**src/rtl/mdu_pkg.sv**
```systemverilog
// mdu_pkg: shared types, constants and helpers for the EX-stage
// iterative multiply/divide sequencer (RV32M).
//   mduop_t     - M-extension operation in funct3 order
//   mdu_state_t - sequencer FSM states
//   ex_mdu_in_t - operand bundle handed over from EX
`ifndef MDU_PKG_SV
`define MDU_PKG_SV

package mdu_pkg;

    localparam int MDU_XLEN = 32;

    typedef enum logic [2:0] {
        MDU_MUL    = 3'd0,
        MDU_MULH   = 3'd1,
        MDU_MULHSU = 3'd2,
        MDU_MULHU  = 3'd3,
        MDU_DIV    = 3'd4,
        MDU_DIVU   = 3'd5,
        MDU_REM    = 3'd6,
        MDU_REMU   = 3'd7
    } mduop_t;

    typedef enum logic [1:0] {
        ST_IDLE = 2'd0,
        ST_MUL  = 2'd1,
        ST_DIV  = 2'd2,
        ST_DONE = 2'd3
    } mdu_state_t;

    localparam logic [MDU_XLEN-1:0] DIV0_Q  = 32'hFFFF_FFFF;
    localparam logic [MDU_XLEN-1:0] MIN_INT = 32'h8000_0000;

    typedef struct packed {
        mduop_t                mduop;
        logic [MDU_XLEN-1:0]   opr_a;
        logic [MDU_XLEN-1:0]   opr_b;
    } ex_mdu_in_t;

    // Multiply ops occupy funct3 0..3, divide/remainder ops 4..7.
    function automatic logic op_is_mul(input mduop_t op);
        return ~op[2];
    endfunction

    function automatic logic op_is_rem(input mduop_t op);
        return op[2] & op[1];
    endfunction

    function automatic logic op_a_signed(input mduop_t op);
        logic r;
        case (op)
            MDU_MUL, MDU_MULH, MDU_MULHSU, MDU_DIV, MDU_REM: r = 1'b1;
            default:                                          r = 1'b0;
        endcase
        return r;
    endfunction

    function automatic logic op_b_signed(input mduop_t op);
        logic r;
        case (op)
            MDU_MUL, MDU_MULH, MDU_DIV, MDU_REM: r = 1'b1;
            default:                             r = 1'b0;
        endcase
        return r;
    endfunction

    // Divide-by-zero and signed overflow finish without iterating.
    function automatic logic fast_path(input mduop_t op,
                                       input logic [MDU_XLEN-1:0] a,
                                       input logic [MDU_XLEN-1:0] b);
        logic div0;
        logic ovf;
        div0 = (b == {MDU_XLEN{1'b0}});
        ovf  = op_b_signed(op) && (a == MIN_INT) && (b == DIV0_Q);
        return op[2] && (div0 || ovf);
    endfunction

    function automatic logic [MDU_XLEN-1:0] fast_result(input mduop_t op,
                                                        input logic [MDU_XLEN-1:0] a,
                                                        input logic [MDU_XLEN-1:0] b);
        logic [MDU_XLEN-1:0] r;
        if (b == {MDU_XLEN{1'b0}}) begin
            r = op_is_rem(op) ? a : DIV0_Q;
        end else begin
            r = op_is_rem(op) ? {MDU_XLEN{1'b0}} : MIN_INT;
        end
        return r;
    endfunction

endpackage

`endif

```
**src/rtl/ex_mdu_dp.sv**
```systemverilog
// ex_mdu_dp: shared shift/add-subtract datapath for the MDU.
//   ld_i      - capture op, signs and operand magnitudes
//   step_i    - one radix-2 multiply or restoring-divide iteration
//   fin_i     - register the sign-fixed result of the final iteration
//   fast_i    - register fast_res_i as the result (no iteration)
//   res_o     - registered result
module ex_mdu_dp
    import mdu_pkg::*;
#(
    parameter int XLEN = 32
) (
    input  logic            clk,
    input  logic            arst_n,
    input  logic            ld_i,
    input  logic            step_i,
    input  logic            fin_i,
    input  logic            fast_i,
    input  logic [2:0]      mduop_i,
    input  logic [XLEN-1:0] opr_a_i,
    input  logic [XLEN-1:0] opr_b_i,
    input  logic [XLEN-1:0] fast_res_i,
    output logic [XLEN-1:0] res_o
);

    mduop_t            op_in_s;
    mduop_t            op_q, op_d;
    logic              neg_q, neg_d;          // product / quotient negative
    logic              neg_rem_q, neg_rem_d;  // dividend negative
    logic [XLEN-1:0]   opnd_q, opnd_d;        // multiplicand or divisor
    logic [XLEN-1:0]   hi_q, hi_d;            // product high / partial remainder
    logic [XLEN-1:0]   lo_q, lo_d;            // multiplier / dividend-quotient
    logic [XLEN-1:0]   res_q, res_d;

    logic              a_neg_s, b_neg_s;
    logic [XLEN-1:0]   a_mag_s, b_mag_s;
    logic [XLEN:0]     add_a_s, add_b_s;
    logic              cin_s;
    logic [XLEN+1:0]   sum_s;
    logic [2*XLEN-1:0] prod_s, prod_fix_s;
    logic [XLEN-1:0]   fin_res_s;

    assign op_in_s = mduop_t'(mduop_i);
    assign res_o   = res_q;

    // Operand sign detection and magnitude conversion at load
    always_comb begin
        a_neg_s = op_a_signed(op_in_s) & opr_a_i[XLEN-1];
        b_neg_s = op_b_signed(op_in_s) & opr_b_i[XLEN-1];
        a_mag_s = a_neg_s ? -opr_a_i : opr_a_i;
        b_mag_s = b_neg_s ? -opr_b_i : opr_b_i;
    end

    // Single adder: accumulate for multiply, trial-subtract for divide
    always_comb begin
        if (op_is_mul(op_q)) begin
            add_a_s = {1'b0, hi_q};
            add_b_s = lo_q[0] ? {1'b0, opnd_q} : {(XLEN+1){1'b0}};
            cin_s   = 1'b0;
        end else begin
            add_a_s = {hi_q, lo_q[XLEN-1]};
            add_b_s = ~{1'b0, opnd_q};
            cin_s   = 1'b1;
        end
        sum_s = {1'b0, add_a_s} + {1'b0, add_b_s} + {{(XLEN+1){1'b0}}, cin_s};
    end

    // Next-state of the working registers
    always_comb begin
        op_d      = op_q;
        neg_d     = neg_q;
        neg_rem_d = neg_rem_q;
        opnd_d    = opnd_q;
        hi_d      = hi_q;
        lo_d      = lo_q;
        if (ld_i) begin
            op_d      = op_in_s;
            neg_d     = a_neg_s ^ b_neg_s;
            neg_rem_d = a_neg_s;
            hi_d      = {XLEN{1'b0}};
            if (op_is_mul(op_in_s)) begin
                opnd_d = a_mag_s;
                lo_d   = b_mag_s;
            end else begin
                opnd_d = b_mag_s;
                lo_d   = a_mag_s;
            end
        end else if (step_i) begin
            if (op_is_mul(op_q)) begin
                // Carry goes into the top bit; the sum LSB drops into the low word.
                hi_d = sum_s[XLEN:1];
                lo_d = {sum_s[0], lo_q[XLEN-1:1]};
            end else if (sum_s[XLEN+1]) begin
                // No borrow: keep the difference, quotient bit 1.
                hi_d = sum_s[XLEN-1:0];
                lo_d = {lo_q[XLEN-2:0], 1'b1};
            end else begin
                hi_d = add_a_s[XLEN-1:0];
                lo_d = {lo_q[XLEN-2:0], 1'b0};
            end
        end else begin
            hi_d = hi_q;
        end
    end

    // Sign fix on the post-step values so the result registers on DONE entry
    always_comb begin
        prod_s     = {hi_d, lo_d};
        prod_fix_s = neg_q ? -prod_s : prod_s;
        case (op_q)
            MDU_MUL:                         fin_res_s = prod_fix_s[XLEN-1:0];
            MDU_MULH, MDU_MULHSU, MDU_MULHU: fin_res_s = prod_fix_s[2*XLEN-1:XLEN];
            MDU_DIV, MDU_DIVU:               fin_res_s = neg_q ? -lo_d : lo_d;
            MDU_REM, MDU_REMU:               fin_res_s = neg_rem_q ? -hi_d : hi_d;
            default:                         fin_res_s = {XLEN{1'b0}};
        endcase
    end

    // Result register: only fast path or a completed iteration updates it
    always_comb begin
        if (fast_i) begin
            res_d = fast_res_i;
        end else if (fin_i) begin
            res_d = fin_res_s;
        end else begin
            res_d = res_q;
        end
    end

    // Datapath state flops
    always_ff @(posedge clk or negedge arst_n) begin
        if (!arst_n) begin
            op_q      <= MDU_MUL;
            neg_q     <= 1'b0;
            neg_rem_q <= 1'b0;
            opnd_q    <= {XLEN{1'b0}};
            hi_q      <= {XLEN{1'b0}};
            lo_q      <= {XLEN{1'b0}};
            res_q     <= {XLEN{1'b0}};
        end else begin
            op_q      <= op_d;
            neg_q     <= neg_d;
            neg_rem_q <= neg_rem_d;
            opnd_q    <= opnd_d;
            hi_q      <= hi_d;
            lo_q      <= lo_d;
            res_q     <= res_d;
        end
    end

endmodule

```
**src/rtl/ex_mdu_seq_chk.sv**
```systemverilog
// ex_mdu_seq_chk: protocol checks for the multiply/divide sequencer.
//   clk, arst_n  - clock and async active-low reset
//   start_i      - EX M-op valid level
//   flush_i      - EX kill
//   running_i    - sequencer is iterating (MUL or DIV state)
module ex_mdu_seq_chk (
    input logic clk,
    input logic arst_n,
    input logic start_i,
    input logic flush_i,
    input logic running_i
);

    // EX must keep the M-op presented for the whole iteration unless it is killed
    a_start_held: assert property (@(posedge clk) disable iff (!arst_n)
                                   (running_i && !flush_i) |-> start_i)
        else $error("ex_mdu_seq: start_i dropped during iteration without flush_i");

endmodule

```
**src/rtl/ex_mdu_seq.sv**
```systemverilog
// ex_mdu_seq: iterative RV32M multiply/divide sequencer beside the EX ALU.
//   clk, arst_n      - clock, async active-low reset
//   start_i          - EX holds a valid M-op (level, held while stalled)
//   mduop_i          - funct3 op code (mduop_t)
//   opr_a_i, opr_b_i - forwarded rs1/rs2
//   flush_i          - kill of the EX instruction (highest priority)
//   busy_o           - combinational stall request to IF/ID/EX
//   done_o           - registered one-cycle result-valid pulse
//   res_o            - registered result
module ex_mdu_seq
    import mdu_pkg::*;
#(
    parameter int XLEN  = 32,
    parameter int CNT_W = $clog2(XLEN) + 1
) (
    input  logic            clk,
    input  logic            arst_n,
    input  logic            start_i,
    input  logic [2:0]      mduop_i,
    input  logic [XLEN-1:0] opr_a_i,
    input  logic [XLEN-1:0] opr_b_i,
    input  logic            flush_i,
    output logic            busy_o,
    output logic            done_o,
    output logic [XLEN-1:0] res_o
);

    localparam logic [CNT_W-1:0] LAST_CNT = CNT_W'(XLEN - 1);
    localparam logic [CNT_W-1:0] CNT_ONE  = {{(CNT_W-1){1'b0}}, 1'b1};

    mdu_state_t       state_q, state_d;
    logic [CNT_W-1:0] cnt_q, cnt_d;
    logic             done_q, done_d;

    mduop_t           op_in_s;
    logic             fast_hit_s;
    logic [XLEN-1:0]  fast_res_s;
    logic             ld_s, step_s, fin_s, fast_s;
    logic             running_s;

    assign op_in_s    = mduop_t'(mduop_i);
    assign fast_hit_s = fast_path(op_in_s, opr_a_i, opr_b_i);
    assign fast_res_s = fast_result(op_in_s, opr_a_i, opr_b_i);
    assign running_s  = (state_q == ST_MUL) || (state_q == ST_DIV);

    // Stall is combinational so the M-op is held from its first EX cycle.
    assign busy_o = !flush_i && (((state_q == ST_IDLE) && start_i) || running_s);
    assign done_o = done_q;

    // Sequencer next-state and datapath strobes
    always_comb begin
        state_d = state_q;
        cnt_d   = cnt_q;
        done_d  = 1'b0;
        ld_s    = 1'b0;
        step_s  = 1'b0;
        fin_s   = 1'b0;
        fast_s  = 1'b0;
        if (flush_i) begin
            state_d = ST_IDLE;
            cnt_d   = {CNT_W{1'b0}};
        end else begin
            case (state_q)
                ST_IDLE: begin
                    if (start_i) begin
                        ld_s = 1'b1;
                        if (fast_hit_s) begin
                            fast_s  = 1'b1;
                            done_d  = 1'b1;
                            state_d = ST_DONE;
                        end else if (op_is_mul(op_in_s)) begin
                            state_d = ST_MUL;
                        end else begin
                            state_d = ST_DIV;
                        end
                    end else begin
                        state_d = ST_IDLE;
                    end
                end
                ST_MUL, ST_DIV: begin
                    step_s = 1'b1;
                    if (cnt_q == LAST_CNT) begin
                        fin_s   = 1'b1;
                        done_d  = 1'b1;
                        state_d = ST_DONE;
                        cnt_d   = {CNT_W{1'b0}};
                    end else begin
                        cnt_d = cnt_q + CNT_ONE;
                    end
                end
                // start_i here still belongs to the instruction leaving EX.
                ST_DONE: state_d = ST_IDLE;
                default: state_d = ST_IDLE;
            endcase
        end
    end

    // Sequencer state, iteration counter and done pulse
    always_ff @(posedge clk or negedge arst_n) begin
        if (!arst_n) begin
            state_q <= ST_IDLE;
            cnt_q   <= {CNT_W{1'b0}};
            done_q  <= 1'b0;
        end else begin
            state_q <= state_d;
            cnt_q   <= cnt_d;
            done_q  <= done_d;
        end
    end

    ex_mdu_dp #(
        .XLEN (XLEN)
    ) u_dp (
        .clk        (clk),
        .arst_n     (arst_n),
        .ld_i       (ld_s),
        .step_i     (step_s),
        .fin_i      (fin_s),
        .fast_i     (fast_s),
        .mduop_i    (mduop_i),
        .opr_a_i    (opr_a_i),
        .opr_b_i    (opr_b_i),
        .fast_res_i (fast_res_s),
        .res_o      (res_o)
    );

    ex_mdu_seq_chk u_chk (
        .clk       (clk),
        .arst_n    (arst_n),
        .start_i   (start_i),
        .flush_i   (flush_i),
        .running_i (running_s)
    );

endmodule

```
**config.mk**
```make
export PLATFORM = sky130hd
export DESIGN_NAME = ex_mdu_seq
export DESIGN_NICKNAME = d
export VERILOG_FILES = /design/src/rtl/mdu_pkg.sv /design/src/rtl/ex_mdu_dp.sv /design/src/rtl/ex_mdu_seq_chk.sv /design/src/rtl/ex_mdu_seq.sv
export SDC_FILE = /design/constraint.sdc
export NUM_CORES = 1
export LEC_CHECK = 0
export BUFFER_PORTS_ARGS = -buffer_cell sky130_fd_sc_hd__buf_2
export CORE_ASPECT_RATIO = 0.6
export CORE_UTILIZATION = 30
export DETAILED_ROUTE_END_ITERATION = 12
export PLACE_DENSITY = 0.46
export SYNTH_ARGS = -nofsm -noshare
export SYNTH_HDL_FRONTEND = slang
export SYNTH_SLANG_ARGS = --single-unit
```
**constraint.sdc**
```tcl
create_clock -name clk -period 11.64 [get_ports clk]
set_input_delay 1.746 -clock clk [delete_from_list [all_inputs] [get_ports clk]]
set_output_delay 1.746 -clock clk [all_outputs]
set_load 0.02 [all_outputs]
```
==> results of run 1 <==
==> path summary, 6_finish.rpt <==
path,end,cells past startpoint
max,u_dp.res_o[26],23
min,u_dp.res_o[7],2
max reg2reg,u_dp.res_o[26],23
min reg2reg,u_dp.res_o[7],2
max in group asynchronous,u_dp.res_o[25],2
min in group asynchronous,u_dp.lo_q[11],1
==> sequential cells by signal, indices dropped and copies added (netlist names) <==
| register | cells |
|---|---|
| cnt_q | 6 |
| done_o | 1 |
| state_q | 2 |
| u_dp.hi_q | 32 |
| u_dp.lo_q | 32 |
| u_dp.neg_q | 1 |
| u_dp.neg_rem_q | 1 |
| u_dp.op_q | 3 |
| u_dp.opnd_q | 32 |
| u_dp.res_o | 32 |
==> through the flow <==
| stage | power [mW] | setup slack (ns) | instances | utilization [%] |
|---|---|---|---|---|
| floorplan | 3.05 | 2.79 | 2070 | - |
| global placement | 4.42 | 3.71 | 2739 | 33.1 |
| detailed placement | 4.39 | 3.66 | 2739 | 33.1 |
| CTS | 5.01 | 3.62 | 2771 | 34.3 |
| global route | 5.45 | 2.97 | 2771 | 34.3 |
| finish | 5.19 | 3.51 | 2771 | 34.3 |
==> synthesized netlist by cell type (11+ instances only) <==
cell	n
clkbuf_1	104
or3_1	29
mux2i_1	45
nand3_1	53
o31ai_1	36
a21o_1	15
inv_1	46
a21oi_1	139
nand2_1	267
o221ai_1	15
or2_2	15
and2_1	15
o21a_1	19
o211ai_1	34
nor3_1	58
a211oi_1	26
mux2_2	43
nor2_1	206
o21ai_0	196
xnor2_1	79
o41ai_1	22
nand4_1	41
buf_1	19
buf_2	19
and3_1	11
dfrtp_1	142
nor4_1	35
a31oi_1	28
xor2_1	47
ha_1	40
or4_1	20
o21ai_1	13
o22ai_1	11
==> where the power goes <==
group / internal (mW) / switching, mW
registers: 0.660 / 0.238
logic: 1.18 / 2.52
clock network: 0.336 / 0.259
==> layout by cell type (no fill, tap or decap), drive strengths merged, types with 40 or more instances in the layout <==
cell type,n
buf,164
mux2i,45
xor2,47
nand3,54
a21oi,141
nor3,60
xnor2,79
nand4,41
nor2,208
inv,51
mux2,43
ha,40
o21ai,210
nand2,268
dfrtp,142
==> final cells by class <==
class                           instances  area [sq um]
Tap cell                              650           813
Clock inverter                         11           130
Clock buffer                           21           470
Inverter                               48           180
Sequential cell                       142          3560
Multi-Input combinational cell       1735         10900
Timing Repair Buffer                  164           977
Fill cell                            5386         32600
==> per-layer routing <==
metal	GRT usage, %	routed length, microns	up-vias
met5	0	0	-
met4	4.10	744	0
met3	12.9	12200	54
met2	36.6	27700	1127
met1	50.4	40300	8748
li1	-	-	7775
==> logic make-up after synthesis <==
logic type	Yosys count
AOI/OAI and AO/OA	673
muxes	88
and+or+nand+nor	806
xor gates and xnor gates	126
DFF	142
adders and majority gates	42
buffers and inverters	193
==> critical path: cells and delay by family (launching register included) <==
kind	cells	cell delay, ns
flops	1	0.44
buf+inv	3	1.02
mux	1	0.38
simple gates	9	3.17
compound gates	8	2.28
fa+ha+maj	2	0.67
==> run summary, run 1 <==
The run finished with clean final reports. The element type at the critical path start is a flop. The initial utilization of the core area, before any placement, comes to 30.6%.

In this run the register-to-register setup slack is 3.51 ns. The total area inside the core boundary comes to 49700 sq um. Simple-gate share of the synthesized area: 25.5%. The run gives 92 as the maximum number of pins on one net before global-route repair. The worst register-to-register path begins at u_dp.op_q[2]. Total count of hold-check failures in the final report: 0.

The H-tree was split into 4 levels. Dividing the detail-routed via count by the number of cells gives 6.39. For this design the ratio of total power to cell area is 305 nW/um^2. Port buffer count: 104. The netlist uses 99 different library cells. Library cell contributing the largest single delay on the critical path: nor2_1. At the end of routability-driven placement, the weighted congestion stood at 1.09. The share of the yosys chip area belonging to registers was 23.4%. The critical path goes through buf_4, nor2b_2, buf_4, nand2_1, o21ai_0, ha_1, a21oi_1, o21ai_2, o2111a_1, o31a_1, nor2_1, a311o_1, and2_1, ha_1, inv_1, a2111oi_2, nor4b_2, nand3_2, or4b_1, nor3_1, mux2_2, nor3_1, o21ai_0. The highest clock frequency the design can meet was 123 MHz; the largest stage delay on the critical path was 0.74 ns.

TritonCTS built the clock tree. The main combinational cell family by area after synthesis is compound AO/OA/AOI/OAI gates. Total half-perimeter wirelength after legalization and detailed placement: 64000 microns.

The number of clock sinks was 142. In the final design database the tool counted 2221 nets. Path category of the worst min-delay check: reg2reg. Die extent in y: 176 microns. Once detail routing completed, the nets flagged for antenna violations numbered 0. The synthesized design devotes to its leading area cell type 23.4% of total area. The tools report the endpoint kind of the worst setup timing path as a flop.

For the worst setup path, the data required time is 11.96 ns. The growth of design area from synthesis to finish works out to 12.0%. The worst pin sits at a relative slew slack of 24.6%.

The timing startpoint of the critical path is u_dp.op_q[2]. Hold is met by 0.484 ns. After layout, the minimum clock period comes to 8.13 ns. The run gives 7.00 nW as the total leakage power.

The run gives 2 as the maximum clock insertion buffer count. The start point of the worst min-delay path was u_dp.res_o[7]. The first detailed-routing pass ran for 6 iterations. Of the total synthesized cell area, the portion taken by XOR and XNOR cells is 7.26%.

The clock reaches the later pin of the worst-skew pair after 0.45 ns. The tool flagged a number of max-cap violations equal to 0. The run gives 17000 sq um as the post-route cell area.

For the final routed database, the setup TNS stands at 0 ns. During synthesis, Yosys emitted a total of 0 warnings. Setup repair after global routing left no endpoint under its margin.

dfrtp_1 takes more of the synthesized area than any other cell. The post-synthesis instance total is 2070, and the adder and majority cell fraction of the synthesized area is 3.56%. Synthesis produced a netlist with a net count of 2183. Along the worst path, the maximum fanout reaches 57.

Global routing finished with a remaining overflow of 0. In this run the post-CTS setup repair buffer count came out at 0. In this run, synthesis produced a sequential element count of 142. The first global-routing pass estimated 116000 microns of wire. For the maximum clock skew at final layout, the log shows 0.0169 ns. The die is 293 microns wide. Dividing the final minimum period by the clock period gives 69.8%. Flip-flop cell with the highest count after synthesis: dfrtp_1. The cell area that synthesis handed to floorplanning was 15200 sq um. The total via count in the routed design is 17704. The mux cell area share after synthesis was 6.15%; the wire length reported by the detailed router was 80900 microns. The largest vdd supply drop is 0.123 mV. At the pin with the least slew margin, the transition time is 1.12 ns. The logs give 15883 for the number of global-route vias before repair and 2975 for the count of routing violations after the opening detailed-route iteration. Of the cells placed in the final design, the portion with a size suffix greater than 1 is 14.0%. In this run, CTS created clock tree buffers numbering 17.

For the number of buffers inserted by hold repair at cts, the log shows 0. The number of antenna diodes in the final layout is 0. The tools report the max-slew violation count as 0. Once placement finished, the instance area stood at 16400 sq um. Clock tree synthesis selected as its root buffer the cell clkbuf_16. In the final routed layout, each cell accounts on average for 29.2 microns. In the post-synthesis netlist, the biggest area contributors are dfrtp_1 23%, nand2_1 6.6%, o21ai_0 6.5%, nor2_1 5.1%, a21oi_1 4.6%. The post-cts resize count was 0; the number of standard-cell rows in the floorplan was 63.

The initial antenna violation count came out at 3. Dividing the synthesized area by the synthesized cell count gives 7.34 sq um. The share of synthesized registers carrying an async set or reset came out at 100%. For the area of the die, the log shows 51600 sq um. Setup violations remaining at the end of the flow were counted as 0.

The complex-gate fraction of the synthesized area is 29.1%. For this run, design rule violations remaining after detail routing come to 0. Clock edge transition at the registers on the reported setup and hold paths: 0.07 ns. Across every metal layer, demand over resource in global routing totals 31.1%. STA puts the critical path data arrival time at 8.44 ns.

In this run, synthesis inferred 0 flip-flops with an integrated enable. The type of the worst setup path is reg2reg. During I/O placement, the number of pins put on the boundary was 105.
Note: power is estimated with default switching activity, not from simulation.
==> run 2: changes to the inputs <==
- ABC_AREA: not set -> 1
- clock period: 11.64 -> 8.2 ns (I/O delays scaled with it)
==> run summary, run 2 <==
The clock edge transition at the registers on the reported setup and hold paths works out to 0.08 ns (was 0.07 ns). The dominant delay contributor by cell family on the critical path is simple AND/OR/NAND/NOR gates (unchanged). The highest net fanout along the worst path is 58 (was 57), and the final critical delay including setup and external delays is 7.00 ns (was 8.13 ns). The fraction of post-synthesis cell area in the top cell type by area was 21.2% (was 23.4%); the cell area after synthesis was 16700 sq um (was 15200 sq um).

Largest cells by area after synthesis: dfrtp_1 21%, nand2_1 20%, nand3_1 9.8%, inv_1 8.7%, nor2_1 6.6% (was dfrtp_1 23%, nand2_1 6.6%, o21ai_0 6.5%, nor2_1 5.1%, a21oi_1 4.6%). The total count of hold-check failures in the final report came out at 0 (unchanged). For the combinational fraction of design power, the log shows 75.0% (was 71.2%).

The maximum number of pins on one net before global-route repair is 76 (was 92), and the placeable core region is 54700 sq um (was 49700 sq um). The leading cell type in the layout, fill and taps excluded was nand2_1 (unchanged). The run gives 8.59 ns (was 11.96 ns) as the required time at the endpoint of the critical path. The clock root buffer master is clkbuf_16 (unchanged). The run gives 3.16 mW (was 2.18 mW) as the cell-internal power.

Main combinational cell family by area after synthesis: simple AND/OR/NAND/NOR gates (was compound AO/OA/AOI/OAI gates). The run gives 8 (was 6) as the number of search-and-repair iterations in the first detailed-routing pass. The flip-flop cell with the highest count after synthesis is dfrtp_1 (unchanged). The total via count in the routed design came out at 20216 (was 17704). List of most frequent post-synthesis cells: 911 x nand2_1, 387 x inv_1, 327 x nand3_1, 292 x nor2_1, 163 x a21oi_1 (was 267 x nand2_1, 206 x nor2_1, 196 x o21ai_0, 142 x dfrtp_1, 139 x a21oi_1). The run gives 30.6% (about the same) as the initial cell density of the core.

The initial antenna violation count was 0 (was 3); the die extent in y was 185 microns (was 176 microns). The type of the worst setup path is reg2reg (unchanged). The tools report the number of buffers inserted by hold repair at cts as 0 (unchanged). The run gives 69600 microns (was 64000 microns) as the total half-perimeter wirelength after legalization and detailed placement.

The run gives 3718 (was 2771) as the number of non-filler instances in the completed layout. The tools report the number of H-tree levels as 4 (unchanged). The average via count per standard cell was 5.44 (was 6.39). The adder and majority cell fraction of the synthesized area came out at 3.23% (was 3.56%). The cell count after placement came out at 3686 (was 2739). The final-layout setup total negative slack was 0 ns (unchanged). The global-route wire length before repair came out at 124000 microns (was 116000 microns). Setup repair after global routing left no endpoint under its margin. Post-cts resize count: 0 (unchanged). The complex-gate fraction of the synthesized area was 14.2% (was 29.1%); the max capacitance violation total was 0 (unchanged). Most frequent cells in the layout: 911 x nand2_1, 386 x inv_1, 327 x nand3_1 (was 267 x nand2_1, 205 x nor2_1, 196 x o21ai_0). The share of cells above drive strength 1 works out to 9.16% (was 14.0%). The area of the die came out at 56800 sq um (was 51600 sq um). Largest stage delay on the critical path: 1.07 ns (was 0.74 ns).

The run gives 7.39 ns (was 8.44 ns) as the data arrival time of the critical path. The portion of the clock cycle consumed by the worst path in the final layout was 85.3% (was 69.8%). The power density relative to cell area was 464 nW/um^2 (was 305 nW/um^2). Maximum clock skew at final layout: 0.0161 ns (was 0.0169 ns).

The run finished with clean final reports. The number of nets produced by synthesis was 3030 (was 2183); the net load switching power was 5.40 mW (was 3.01 mW). The logs give 6.29% (was 24.6%) for the normalized max-slew margin and 0 (unchanged) for the count of antenna diodes in the layout. The clock network fraction of design power is 10.0% (was 11.5%). Max-slew violation count: 0 (unchanged).

The die boundary width is 307 microns (was 293 microns), and the simple-gate share of the synthesized area is 45.7% (was 25.5%). The share of synthesized registers carrying an async set or reset came out at 100% (unchanged). The growth of design area from synthesis to finish was 10.2% (was 12.0%). Post-CTS repair timing setup buffer count: 0 (unchanged).

For the maximum clock insertion buffer count, the log shows 2 (unchanged). Path category of the worst min-delay check: reg2reg (unchanged). The number of clock sinks was 142 (unchanged); the largest vdd supply drop was 0.177 mV (was 0.123 mV).

The overall power consumption is 8.56 mW (was 5.19 mW), and the number of flops mapped to enable cells by yosys is 0 (unchanged). The element type at the critical path start was a flop (unchanged). For the final estimated routing congestion in global placement, the log shows 1.01 (was 1.09). Area share of xor/xnor cells in the synthesized design: 2.87% (was 7.26%).

The global-route total usage across every layer is 29.9% (was 31.1%). The library cell contributing the largest single delay on the critical path is o21ai_0 (was nor2_1). The share of the yosys chip area belonging to registers was 21.2% (was 23.4%); the count of routing violations after the opening detailed-route iteration was 2699 (was 2975). The mux cell area share after synthesis is 0.538% (was 6.15%). The port buffer count came out at 104 (unchanged). The worst-margin pin slew is 1.40 ns (was 1.12 ns), and the number of standard-cell rows in the floorplan is 66 (was 63). The multi-input logic area is 11100 sq um (was 10900 sq um). The logs give 17 (unchanged) for the number of buffers added by the clock tree synthesis step and 6285 (was 5386) for the number of filler cells placed in the layout.

The count of endpoints failing setup in the final report was 0 (unchanged). The routed length per instance works out to 22.9 microns (was 29.2 microns). The DRC violations left is 0 (unchanged).

The flip-flop and latch count after synthesis came out at 142 (unchanged). The switching portion of total power came out at 63.1% (was 58.1%). The final global-route overflow total was 0 (unchanged); the highest clock frequency the design can meet was 143 MHz (was 123 MHz).

The leading area contributor after synthesis is dfrtp_1 (unchanged). The sequential power share was 15.1% (was 17.3%). For the number of global-route vias before repair, the log shows 17779 (was 15883). The mean area per synthesized cell came out at 5.74 sq um (was 7.34 sq um). The worst-skew pair later-pin latency was 0.47 ns (was 0.45 ns); the area of all sequential standard cells was 3560 sq um (about the same). The unique cell type count in the Yosys netlist came out at 58 (was 99). Most frequently used cell type in the post-synthesis netlist: nand2_1 (unchanged). The endpoint kind of the worst setup timing path is a flop (unchanged).

The critical path buffer and inverter count was 2 (was 3). The tools report the wire length reported by the detailed router as 85200 microns (was 80900 microns). TritonCTS built the clock tree.

The total leakage power came out at 9.27 nW (was 7.00 nW). Count of synthesis-stage warnings from yosys: 0 (unchanged). The residual antenna-violating net count after detailed routing is 0 (unchanged). Most numerous cell on the critical path: nand2_1. Post-synthesis instance total: 2917 (was 2070). The logs give 105 (unchanged) for the number of ports placed on the die boundary and 3070 (was 2221) for the net total in the final layout.
[run 2: cell count changes after synthesis, moves of 43 or more]
| cell | previous run | this run |
|---|---|---|
| nand4_1 | 41 | 87 |
| nor3_1 | 58 | 11 |
| o21ai_0 | 196 | 152 |
| clkbuf_1 | 104 | 49 |
| nand3_1 | 53 | 327 |
| xnor2_1 | 79 | 8 |
| nor2_1 | 206 | 292 |
| mux2_2 | 43 | 0 |
| nand2_1 | 267 | 911 |
| inv_1 | 46 | 387 |
[run 2: power groups by stage]
stage	clock (mW)	combinational [mW]	sequential [mW]
2_1_floorplan	0	4.27	1.08
3_3_place_gp	0	6.21	1.29
5_1_grt	0.887	7.04	1.31
3_5_place_dp	0	6.18	1.28
6_report	0.852	6.41	1.29
4_1_cts	0.859	6.22	1.27
[run 2: worst paths after layout]
kind | startpoint | endpoint | slack [ns] | cells past startpoint
max | u_dp.op_q[2] | u_dp.res_o[28] | 1.20 | 26
min | cnt_q[4] | cnt_q[4] | 0.47 | 1
max reg2reg | u_dp.op_q[2] | u_dp.res_o[28] | 1.20 | 26
min reg2reg | cnt_q[4] | cnt_q[4] | 0.47 | 1
max in group asynchronous | arst_n | u_dp.op_q[2] | 6.29 | 2
min in group asynchronous | arst_n | u_dp.hi_q[20] | 0.72 | 1
[run 2: metrics by stage]
step                      util [%]  cell area (sq um)  setup slack, ns  hold slack (ns)
after floorplan                  -              16700             3.31            0.433
after global placement        32.6              17800             1.48            0.452
after detailed placement      32.6              17800             1.40            0.453
after CTS                     33.7              18400             1.35            0.465
after global routing          33.7              18400            0.704            0.498
final                         33.7              18400             1.20            0.466
[run 2: area by class of cell]
type	instances	area share (%)
inverter	406	8.28
clock buffer	17	2.31
tap	748	5.07
clock inverter	15	0.943
multi-input combinational	2264	60.3
timing repair buffer	126	3.75
sequential	142	19.3
[run 2: cells by family (layout without fill, tap and decap cells)]
kind of cell,count (synthesis),after routing
and+or+nand+nor,1742,1742
AOI/OAI and AO/OA,417,417
muxes,9,9
xor gates and xnor gates,54,54
buffers and inverters,511,564
adders and majority gates,42,42
DFF,142,142
[run 2: per-layer routing]
metal | track usage, % | routed length (microns) | part of all wire, %
met1 | 48.5 | 43600 | 51
met2 | 36.0 | 29700 | 35
met3 | 10.4 | 11200 | 13
met4 | 4.24 | 830 | 0.97
met5 | 0 | 0 | 0
==> run 3: changes to the inputs <==
- ABC_AREA: 1 -> not set
- SLEW_MARGIN: not set -> 20
==> run summary, run 3 (synthesis results as in run 1) <==
For the post-cts resize count, the log shows 0 (unchanged). The port buffer count is 104 (unchanged), and the number of global-route vias before repair is 15901 (was 17779). The tools report the clock root buffer master as clkbuf_16 (unchanged). The growth of design area from synthesis to finish was 13.7% (was 10.2%). The run gives 0.992 (was 1.01) as the final estimated routing congestion in global placement. The routed length per instance is 28.9 microns (was 22.9 microns), and the number of search-and-repair iterations in the first detailed-routing pass is 6 (was 8).

For the global-route total usage across every layer, the log shows 31.1% (was 29.9%). The final global-route overflow total is 0 (unchanged). For the total half-perimeter wirelength after legalization and detailed placement, the log shows 65300 microns (was 69600 microns). The run gives 7.58 ns (was 7.39 ns) as the data arrival time of the critical path. The tools report the count of endpoints failing setup in the final report as 0 (unchanged). The max-slew violation count is 0 (unchanged). The run gives 2806 (was 3718) as the number of non-filler instances in the completed layout. The start point of the worst min-delay path was u_dp.res_o[5] (was cnt_q[4]). The number of buffers inserted by hold repair at cts came out at 0 (unchanged).

The largest stage delay on the critical path was 0.77 ns (was 1.07 ns). The highest net fanout along the worst path works out to 24 (was 58). The total count of hold-check failures in the final report is 0 (unchanged), and the setup slack on the worst flop-to-flop path is 0.95 ns (was 1.20 ns). The switching portion of total power came out at 57.5% (was 63.1%). Element type at the critical path start: a flop (unchanged).

The clock network fraction of design power is 11.2% (was 10.0%), and the number of clock sinks is 142 (unchanged). The wire length reported by the detailed router was 81200 microns (was 85200 microns); the worst-margin pin slew was 1.08 ns (was 1.40 ns). The maximum number of pins on one net before global-route repair is 92 (was 76). The run finished with clean final reports. The residual antenna-violating net count after detailed routing was 0 (unchanged); the number of H-tree levels was 4 (unchanged).

The run gives 7.15 nW (was 9.27 nW) as the total leakage power. The net total in the final layout is 2255 (was 3070). The power density relative to cell area is 430 nW/um^2 (was 464 nW/um^2). For the sequential power share, the log shows 17.4% (was 15.1%).

For the largest vdd supply drop, the log shows 0.194 mV (was 0.177 mV). The tools report the number of buffers added by the clock tree synthesis step as 17 (unchanged). Walking the worst path, the cells encountered are nor2b_2, buf_4, nand2_1, o21ai_0, ha_1, a21oi_1, o21ai_2, o31ai_4, a31oi_1, nand2_1, and2_1, ha_1, inv_1, a2111oi_2, nor4b_2, nand3_2, or4b_1, o41ai_2, xnor2_1, a2111oi_1, nor2_1.

The die boundary width works out to 293 microns (was 307 microns). The final critical delay including setup and external delays is 7.25 ns (was 7.00 ns), and the die extent in y is 176 microns (was 185 microns). The worst-skew pair later-pin latency came out at 0.46 ns (was 0.47 ns). The run gives 116000 microns (was 124000 microns) as the global-route wire length before repair. The logs give 8.53 ns (was 8.59 ns) for the required time at the endpoint of the critical path and 3.16 mW (about the same) for the cell-internal power.

The average via count per standard cell is 6.34 (was 5.44), and the hold-critical path depth is 2 (was 1). The path category of the worst min-delay check is reg2reg (unchanged). For the total via count in the routed design, the log shows 17781 (was 20216). The number of ports placed on the die boundary was 105 (unchanged); the number of standard-cell rows in the floorplan was 63 (was 66).

The DRC violations left came out at 0 (unchanged). The number of cells traversed by the worst register-to-register path is 21 (was 26). Endpoint of the worst hold-timing path: u_dp.res_o[5] (was cnt_q[4]). The end of the worst register-to-register path was u_dp.res_o[28] (unchanged). The tools report the cell count after placement as 2773 (was 3686). The logs give 0.484 ns (was 0.466 ns) for the final hold slack and 4.28 mW (was 5.40 mW) for the net load switching power. The type of the worst setup path was reg2reg (unchanged). The count of routing violations after the opening detailed-route iteration came out at 2515 (was 2699).

The run gives 51600 sq um (was 56800 sq um) as the area of the die. The run gives 0.0165 ns (was 0.0161 ns) as the maximum clock skew at final layout. The initial antenna violation count was 10 (was 0).

The maximum clock insertion buffer count came out at 2 (unchanged). The tools report the normalized max-slew margin as 27.7% (was 6.29%). Endpoint kind of the worst setup timing path: a flop (unchanged).

The max capacitance violation total is 0 (unchanged). TritonCTS built the clock tree. The leading cell type in the layout, fill and taps excluded is nand2_1 (unchanged). Library cell contributing the largest single delay on the critical path: o31ai_4 (was o21ai_0). For the highest clock frequency the design can meet, the log shows 138 MHz (was 143 MHz). The portion of the clock cycle consumed by the worst path in the final layout is 88.4% (was 85.3%), and the final-layout setup total negative slack is 0 ns (unchanged).

For the combinational fraction of design power, the log shows 71.4% (was 75.0%). The clock edge transition at the registers on the reported setup and hold paths is 0.07 ns (was 0.08 ns). The share of cells above drive strength 1 is 15.3% (was 9.16%). The worst flop-to-flop path startpoint was u_dp.op_q[2] (unchanged). Setup repair after global routing left no endpoint under its margin. Post-CTS repair timing setup buffer count: 0 (unchanged). Most frequent cells in the layout: 267 x nand2_1, 205 x nor2_1, 196 x o21ai_0 (was 911 x nand2_1, 386 x inv_1, 327 x nand3_1). Initial cell density of the core: 30.6% (about the same).

For the placeable core region, the log shows 49700 sq um (was 54700 sq um).
[run 3: critical path, delay by kind of cell, from the launching register on]
kind	cells	cell delay [ns]
AOI/OAI and AO/OA	8	2.88
adders and majority gates	2	0.59
and+or+nand+nor	8	2.47
buffers and inverters	2	0.44
DFF	1	0.61
xor gates and xnor gates	1	0.12
[run 3: power by group through the flow]
stage / Combinational (mW) / Sequential (mW) / Clock (mW)
4_1_cts: 5.08 / 1.27 / 0.835
3_3_place_gp: 5.08 / 1.28 / 0
3_5_place_dp: 5.04 / 1.28 / 0
2_1_floorplan: 3.25 / 1.09 / 0
5_1_grt: 5.62 / 1.31 / 0.867
6_report: 5.31 / 1.29 / 0.834
[run 3: worst max-delay path by stage]
| stage | slack, ns | start | cells after the start | to |
|---|---|---|---|---|
| 2_1_floorplan | 0.006 | u_dp.op_q[2] | 33 | u_dp.res_o[30] |
| 3_3_place_gp | 1.24 | u_dp.op_q[2] | 21 | u_dp.res_o[30] |
| 3_5_place_dp | 1.13 | u_dp.op_q[2] | 21 | u_dp.res_o[28] |
| 4_1_cts | 1.09 | u_dp.op_q[2] | 21 | u_dp.res_o[28] |
| 5_1_grt | 0.43 | u_dp.op_q[2] | 21 | u_dp.res_o[28] |
| 6_report | 0.95 | u_dp.op_q[2] | 21 | u_dp.res_o[28] |
[run 3: metal layers]
metal	wire length, microns	GRT usage [%]	vias to the layer above
met5	23	0	-
met4	675	4.12	4
met3	12200	12.0	56
met2	28400	37.7	1084
met1	40000	50.1	8792
li1	-	-	7845
[run 3: area by class of cell]
| type | count | area (sq um) |
|---|---|---|
| fillers | 5383 | 32400 |
| multi-input cells | 1735 | 10900 |
| flip-flops and latches | 142 | 3560 |
| repair buffers | 198 | 1240 |
| well taps | 650 | 813 |
| clock buffers | 23 | 488 |
| inverters | 48 | 180 |
| clock inverters | 9 | 109 |
| diodes | 1 | 2.50 |
[run 3: metrics by stage]
stage / total power [mW] / area [sq um] / worst slack [ns] / util (%)
2_1_floorplan: 4.34 / 15200 / 0.00623 / -
3_3_place_gp: 6.36 / 16700 / 1.24 / 33.6
3_5_place_dp: 6.31 / 16700 / 1.13 / 33.6
4_1_cts: 7.18 / 17300 / 1.09 / 34.8
5_1_grt: 7.79 / 17300 / 0.426 / 34.8
6_report: 7.44 / 17300 / 0.949 / 34.8
